**config.mk**
```make
export PLATFORM = sky130hd
export DESIGN_NAME = disp_share_arbiter
export DESIGN_NICKNAME = d
export VERILOG_FILES = /design/src/rtl/disp_share_arbiter.sv
export SDC_FILE = /design/constraint.sdc
export NUM_CORES = 1
export LEC_CHECK = 0
export CORE_ASPECT_RATIO = 1.1
export CORE_MARGIN = 2
export CORE_UTILIZATION = 57
export CTS_CLUSTER_SIZE = 25
export DETAILED_ROUTE_END_ITERATION = 6
export GPL_ROUTABILITY_DRIVEN = 0
export PLACE_DENSITY = 0.8
export SKIP_CTS_REPAIR_TIMING = 1
export SYNTH_ARGS = -nofsm -noshare
export SYNTH_HDL_FRONTEND = slang
export SYNTH_SLANG_ARGS = --single-unit
export TNS_END_PERCENT = 10
```
**constraint.sdc**
```tcl
create_clock -name clk -period 3.6 [get_ports clk]
set_input_delay 1.08 -clock clk [delete_from_list [all_inputs] [get_ports clk]]
set_output_delay 1.08 -clock clk [all_outputs]
set_load 0.02 [all_outputs]
```
**src/rtl/disp_share_arbiter.sv**
```systemverilog
// Two-source owner of the 3-digit seven-segment display: round-robin grant with hold time, blanking between owners.
// Grant and release act one cycle after the deciding edge; cathodes lag anodes/data by one cycle; no backpressure.
module disp_share_arbiter #(
    parameter int SCAN_DIV     = 32768,
    parameter int HOLD_CYCLES  = 50000000,
    parameter int BLANK_CYCLES = 65536
) (
    input  logic        clk,
    input  logic        reset,
    input  logic        req0,
    input  logic [11:0] data0,
    input  logic        req1,
    input  logic [11:0] data1,
    output logic        gnt0,
    output logic        gnt1,
    output logic [2:0]  anodes,
    output logic [7:0]  cathodes
);

    localparam int SW = $clog2(SCAN_DIV);
    localparam int HW = $clog2(HOLD_CYCLES + 1);
    localparam int BW = $clog2(BLANK_CYCLES + 1);

    localparam logic [SW-1:0] SCAN_LAST  = SW'(SCAN_DIV - 1);
    localparam logic [HW-1:0] HOLD_LAST  = HW'(HOLD_CYCLES - 1);
    localparam logic [HW-1:0] HOLD_MAX   = HW'(HOLD_CYCLES);
    localparam logic [BW-1:0] BLANK_LAST = BW'(BLANK_CYCLES - 1);

    localparam logic [1:0] ST_IDLE  = 2'd0;
    localparam logic [1:0] ST_OWN0  = 2'd1;
    localparam logic [1:0] ST_OWN1  = 2'd2;
    localparam logic [1:0] ST_BLANK = 2'd3;

    logic [1:0]    state;
    logic [SW-1:0] scan_cnt;
    logic [HW-1:0] hold_cnt;
    logic [BW-1:0] blank_cnt;
    logic          last_owner;
    logic          pend;
    logic          pend_src;

    logic          owner_req;
    logic          other_req;
    logic [11:0]   owner_data;
    logic [3:0]    nib;
    logic          leave;

    function automatic logic [7:0] hex_seg(input logic [3:0] n);
        logic [7:0] s;
        s = 8'hFF;
        case (n)
            4'h0: s = 8'hC0;
            4'h1: s = 8'hF9;
            4'h2: s = 8'hA4;
            4'h3: s = 8'hB0;
            4'h4: s = 8'h99;
            4'h5: s = 8'h92;
            4'h6: s = 8'h82;
            4'h7: s = 8'hF8;
            4'h8: s = 8'h80;
            4'h9: s = 8'h98;
            4'hA: s = 8'h88;
            4'hB: s = 8'h83;
            4'hC: s = 8'hC6;
            4'hD: s = 8'hA1;
            4'hE: s = 8'h86;
            4'hF: s = 8'h8E;
            default: s = 8'hFF;
        endcase
        return s;
    endfunction

    always_comb begin
        owner_req  = (state == ST_OWN1) ? req1  : req0;
        other_req  = (state == ST_OWN1) ? req0  : req1;
        owner_data = (state == ST_OWN1) ? data1 : data0;
        case (anodes)
            3'b101:  nib = owner_data[7:4];
            3'b011:  nib = owner_data[11:8];
            default: nib = owner_data[3:0];
        endcase
        leave = !owner_req || (other_req && (hold_cnt >= HOLD_LAST));
    end

    // pend holds a decision taken on one edge so it is applied on the next,
    // giving the one-cycle latency for both grant and release.
    always_ff @(posedge clk) begin
        if (!reset) begin
            state      <= ST_IDLE;
            gnt0       <= 1'b0;
            gnt1       <= 1'b0;
            anodes     <= 3'b111;
            cathodes   <= 8'hFF;
            scan_cnt   <= '0;
            hold_cnt   <= '0;
            blank_cnt  <= '0;
            last_owner <= 1'b1;
            pend       <= 1'b0;
            pend_src   <= 1'b0;
        end else begin
            cathodes <= 8'hFF;
            case (state)
                ST_IDLE: begin
                    if (pend) begin
                        state      <= pend_src ? ST_OWN1 : ST_OWN0;
                        gnt0       <= !pend_src;
                        gnt1       <= pend_src;
                        last_owner <= pend_src;
                        anodes     <= 3'b110;
                        scan_cnt   <= '0;
                        hold_cnt   <= '0;
                        pend       <= 1'b0;
                    end else if (req0 || req1) begin
                        pend     <= 1'b1;
                        pend_src <= (req0 && req1) ? !last_owner : req1;
                    end
                end
                ST_OWN0, ST_OWN1: begin
                    if (hold_cnt != HOLD_MAX) begin
                        hold_cnt <= hold_cnt + 1'b1;
                    end
                    if (pend) begin
                        state     <= ST_BLANK;
                        gnt0      <= 1'b0;
                        gnt1      <= 1'b0;
                        anodes    <= 3'b111;
                        blank_cnt <= '0;
                        pend      <= 1'b0;
                    end else begin
                        if (leave) begin
                            pend <= 1'b1;
                        end
                        cathodes <= hex_seg(nib);
                        if (scan_cnt == SCAN_LAST) begin
                            scan_cnt <= '0;
                            anodes   <= {anodes[0], anodes[2:1]};
                        end else begin
                            scan_cnt <= scan_cnt + 1'b1;
                        end
                    end
                end
                default: begin
                    if (blank_cnt == BLANK_LAST) begin
                        state <= ST_IDLE;
                    end else begin
                        blank_cnt <= blank_cnt + 1'b1;
                    end
                end
            endcase
        end
    end

endmodule

```
## Word level (Yosys, flattened, before mapping)

Memory sizes are Yosys's and may differ from the RTL's. A register that Yosys moved wholly into a read port is not among the register bits.
Cells that the tools add are included.

- Add/sub/neg operators: 3
- Magnitude comparators: 1
- Equality and inequality tests: 13
- Multiplexer cells: 34
- Bitwise operators: 4
- Reduce and logical (&&, ||, !) cells: 20

Operator list:

| operator | number |
|---|---|
| $mux 26 | 2 |
| $pmux 26 s2 | 1 |
| $mux 15 | 3 |
| $mux 17 | 2 |
| $pmux 17 s2 | 1 |
| $pmux 15 s2 | 1 |
| $add 26x1->26 const B | 1 |
| $ge 26x26->1 const B | 1 |
| $ne 26x26->1 const B | 1 |
| $reduce_and 3->1 | 7 |
| $add 17x1->17 const B | 1 |
| $eq 17x16->1 const B | 1 |
| $add 15x1->15 const B | 1 |
| $eq 15x15->1 const B | 1 |
| $mux 12 | 1 |
| $mux 1 | 10 |
| $mux 3 | 3 |
| $mux 2 | 4 |
| $ne 2x2->1 const B | 4 |
| $pmux 4 s2 | 1 |
| $pmux 1 s2 | 3 |
| $pmux 3 s2 | 1 |
| $not 1->1 | 4 |
| $pmux 2 s2 | 1 |
| other kinds (15) | 19 |

- Register bits after elaboration: 76
- Memory bits (read-only): 112
- Bits of input ports: 28
- Word-level logic and storage cells: 87
- Memories kept: 1

Memory list:

| name | words | bits a word | rd ports | clocked after memory_dff | write ports | RTL line | RTL |
|---|---|---|---|---|---|---|---|
| (name not given) | 16 | 7 | 1 | 1 | 0 | 51 | `case (n)` |

## Depth between registers and ports, before layout

- Depth in word-level cells: 7
- Depth in mapped cells: 13
- Mapped depth without buffers: 12

## Least setup slack after synthesis

OpenSTA, ideal clock, no wires.

- Path kind: input to register
- Start point: in data1[1]
- End point: reg cathodes[0]
- Setup time: 0.122 ns
- Data arrival time: 2.517 ns
- Path slack: 0.961 ns
- Stages on the path: 6
- Cell sequence: mux2_2 > o211ai_1 > inv_1 > ha_1 > o41a_1 > o311a_1

- Cells in the longest elaborated chain, start to end: 2

Ends and longest elaborated chain:

| what | RTL line | RTL |
|---|---|---|
| start, declared | 13 | `input logic [11:0] data1,` |
| $mux 12 | 76 | `owner_data = (state == ST_OWN1) ? data1 : data0;` |
| $pmux 4 s2 | 77 | `case (anodes)` |
| end signal, assigned | 133 | `cathodes <= hex_seg(nib);` |
| end, declared | 17 | `output logic [7:0] cathodes` |

No other way between the ends.
A chain may end at the register's enable or synchronous reset.

## Worst setup path after layout

- Start point: in data0[1]
- End point: reg cathodes[3]

- Cells in the longest elaborated chain, start to end: 2

Ends and longest elaborated chain:

| what | RTL line | RTL |
|---|---|---|
| start, declared | 11 | `input logic [11:0] data0,` |
| $mux 12 | 76 |  |
| $pmux 4 s2 | 77 |  |

No other way between the ends.

==> results.md <==
Outcome:
- The run finished with clean final reports.

Timing:
- The final number of hold-violating endpoints is 0.
- At the pin with the least slew margin, the transition time is 0.751 ns.
- The final worst-path cycle share is 79.4%.
- The fmax is 350 MHz.
- The final total negative setup slack is 0 ns.
- The clock tree skew after final layout is 0.00843 ns.
- Hold timing on the final database bottoms out at a slack of 0.495 ns.
- Setup repair after global routing left no endpoint under its margin.
- The count of final max-slew check failures came to 0.
- After layout, the minimum clock period comes to 2.86 ns.
- Measured against its own limit, the worst slew margin works out to 49.8%.
- The final setup violation count is 0.

Yosys:
- The number of different library cells in the post-synthesis netlist is 68.
- For this run, the number of Yosys warnings is 0.
- The number of nets in the synthesized netlist is 528.
- The flip-flop cell with the highest count after synthesis is sky130_fd_sc_hd__dfxtp_1.
- Sequential cells were found to cover 37.1% of the synthesized design area.
- The flop and latch count out of synthesis is 75.
- A synthesized cell averages 8.31 um2.
- The mapped cell area is 4050 um2.
- The number of instances in the synthesized netlist is 487.
- The count of flip-flops with a built-in enable after synthesis is 0.
- In the synthesized netlist the async set-or-reset flop fraction comes to 0%.

Global route:
- The global-route wire length before repair is 14.7 mm.
- The via count of the first global-routing pass came to 3398.
- Global routing finished with a remaining overflow of 0.
- The global router's overall resource usage is 22.9%.
- The maximum number of pins on one net before global-route repair is 27.
- The initial antenna violation count is 0.

Pwr:
- Total power for the finished layout comes to 2.49 mW.
- Power spread over the standard cell area amounts to 531 nW/um2.
- The largest vdd supply drop is 0.364 mV.
- The analysis attributes to cell leakage a power of 1.74 nW.

Cells and area:
- The library cells used most frequently in the layout, excluding fill and tap cells, are sky130_fd_sc_hd__nor2_1 (75), sky130_fd_sc_hd__dfxtp_1 (75), sky130_fd_sc_hd__clkdlybuf4s50_1 (39), sky130_fd_sc_hd__nand2_1 (38), sky130_fd_sc_hd__xor2_1 (31).
- The layout filler cell count is 577.
- The count of placed standard cells in the final layout, fillers left out is 614.
- The final layout net count is 565.
- The area added between synthesis and finish is 15.9%.
- The share of final-layout standard cells stronger than drive strength 1 is 6.99%.
- The multi-input combinational cells in the finished layout cover a total of 2410 um2.
- The register area is 1500 um2.
- The number of antenna repair diodes is 0.

Route:
- The post-detailed-route count of antenna-violating nets is 0.
- For this block, the routed nets add up to 8.71 mm of wire.
- In the final routed layout, each cell accounts on average for 14.2 um.
- The ratio of routed vias to standard cells is 5.85.
- The length of the first detailed-routing pass in iterations is 4.
- The number of design rule violations left after detail routing is 0.
- After the first detailed-routing iteration, the DRC count stood at 200.
- The total via count after detailed routing is 3594.

Floorplan:
- The floorplan has 32 rows.
- The die outline height is 92.4 um.
- The core region is 6930 um2.
- The chip width is 84.3 um.
- The total I/O pin count is 41.
- The effective utilization at floorplan is 58.4%.
- The die footprint is 7790 um2.

Place:
- The number of placed instances, taps included is 598.
- The total half-perimeter wirelength after legalization and detailed placement is 6.14 mm.
- The quantity of I/O buffers inserted on ports is 39.

Critical path:
- At the worst endpoint, the required time is 3.86 ns.
- The largest single stage delay on the critical path is 0.42 ns.
- Data arrives at the worst endpoint at 3.11 ns.
- The worst register-to-register path begins at state[0].
- Counting both buffers and inverters, the worst setup path holds a total of 3.
- Along the worst path, the maximum fanout reaches 6.
- The critical path's top delay family is compound AO/OA/AOI/OAI gates.
- In this run the register-to-register setup slack is 0.87 ns.
- The launching element of the worst setup path is data0[1].
- The type of the worst setup path is input pin to flip-flop.
- The critical-path cell with the highest stage delay is sky130_fd_sc_hd__o211ai_1.
- Walking the worst path, the cells encountered are clkdlybuf4s50_1 -> mux2_2 -> o211ai_1 -> inv_1 -> ha_1 -> inv_1 -> nand2_1 -> a21oi_1 -> o31ai_1.
- The startpoint class of the critical path is an input pin.
- The library cell appearing most often on the critical path is sky130_fd_sc_hd__inv_1.
- The endpoint class of the critical path is a flip-flop.

Clocking:
- Counting the buffers created by CTS gives 9.
- The clock tree from TritonCTS is yes.
- CTS saw 75 sinks.
- The CTS root buffer is sky130_fd_sc_hd__clkbuf_8.
- The clock edge transition at the registers on the reported setup and hold paths is 0.08 ns.
- CTS built an H-tree with a depth of 3.
- The later-pin clock latency in the skew report is 0.35 ns.
- Counting along the longest clock path gives a buffer depth of 2.

Hold path:
- The worst hold-check path type is flip-flop to flip-flop.
- The startpoint of the tightest hold check path is state[0].

Flow run:
- The max-cap violation count is 0.
## cell families after synthesis
| kind of cell | Yosys count | synth area share (%) |
|---|---|---|
| simple gates | 231 | 29.7 |
| compound gates | 83 | 13.6 |
| flops | 75 | 37.1 |
| xor+xnor | 43 | 9.31 |
| buf+inv | 31 | 3.28 |
| fa+ha+maj | 13 | 4.02 |
| mux | 10 | 2.88 |
| other cells | 1 | 0.0927 |
## synthesized netlist by cell type (4+ instances only)
cell | count | share of area [%]
sky130_fd_sc_hd__dfxtp_1 | 75 | 37
sky130_fd_sc_hd__nor2_1 | 75 | 7.0
sky130_fd_sc_hd__nand2_1 | 38 | 3.5
sky130_fd_sc_hd__xor2_1 | 31 | 6.7
sky130_fd_sc_hd__nand3_1 | 23 | 2.8
sky130_fd_sc_hd__a21oi_1 | 21 | 2.6
sky130_fd_sc_hd__nand4_1 | 18 | 2.8
sky130_fd_sc_hd__nor3_1 | 15 | 1.9
sky130_fd_sc_hd__o21ai_0 | 15 | 1.9
sky130_fd_sc_hd__inv_1 | 14 | 1.3
sky130_fd_sc_hd__ha_1 | 13 | 4.0
sky130_fd_sc_hd__xnor2_1 | 12 | 2.6
sky130_fd_sc_hd__nor2b_1 | 11 | 1.7
sky130_fd_sc_hd__clkbuf_1 | 10 | 0.93
sky130_fd_sc_hd__or3_1 | 8 | 1.2
sky130_fd_sc_hd__and2_1 | 7 | 1.1
sky130_fd_sc_hd__and3_1 | 7 | 1.1
sky130_fd_sc_hd__mux2i_1 | 6 | 1.5
sky130_fd_sc_hd__o22ai_1 | 6 | 0.93
sky130_fd_sc_hd__a211oi_1 | 4 | 0.74
sky130_fd_sc_hd__a22oi_1 | 4 | 0.74
sky130_fd_sc_hd__a31oi_1 | 4 | 0.62
sky130_fd_sc_hd__buf_2 | 4 | 0.49
sky130_fd_sc_hd__o211ai_1 | 4 | 0.74
sky130_fd_sc_hd__o21ai_1 | 4 | 0.49
## layer usage
metal,GRT usage [%],part of all wire (%),routed length [um]
met3,3.48,3.9,344
met1,27.1,44,3880
met5,0,0,0
met2,41.1,50,4340
met4,9.79,1.8,153
## stage by stage
step	area [um2]	utilization, %	setup WS [ns]
global route	4690	67.7	0.504
floorplan	4050	-	0.961
detailed placement	4490	64.8	0.395
finish	4690	67.7	0.742
global placement	4490	64.8	0.461
CTS	4690	67.7	0.773
## area by class of cell
cell class	instances	share of cell area [%]
multi-input cells	381	51.4
flip-flops and latches	75	32.0
repair buffers	42	8.80
clock buffers	9	2.64
well taps	85	2.27
clock inverters	7	1.63
inverters	15	1.20
## where the power goes
| part | switching (mW) | internal [mW] | leakage, nW |
|---|---|---|---|
| logic | 0.531 | 0.316 | 1.03 |
| registers | 0.0868 | 0.898 | 0.606 |
| clock network | 0.334 | 0.326 | 0.102 |
| total | 0.952 | 1.54 | 1.74 |
## worst paths after layout
path,to,cells past startpoint
worst max-delay path,cathodes[3],9
worst min-delay path,state[0],2
worst max register to register,hold_cnt[23],7
worst min register to register,state[0],2
## sequential cells by signal (all words and copies together), names as in the netlist
signal,flops
blank_cnt,17
last_owner,1
scan_cnt,15
pend,1
anodes,3
pend_src,1
cathodes,7
gnt1,1
gnt0,1
hold_cnt,26
state,2
## worst min-delay path, stage by stage (launching register included)
cell and delay, ns:
sky130_fd_sc_hd__dfxtp_1 0.34, sky130_fd_sc_hd__nand2_1 0.06, sky130_fd_sc_hd__a21oi_1 0.05
No activity file was read; power rests on OpenSTA's default activity.
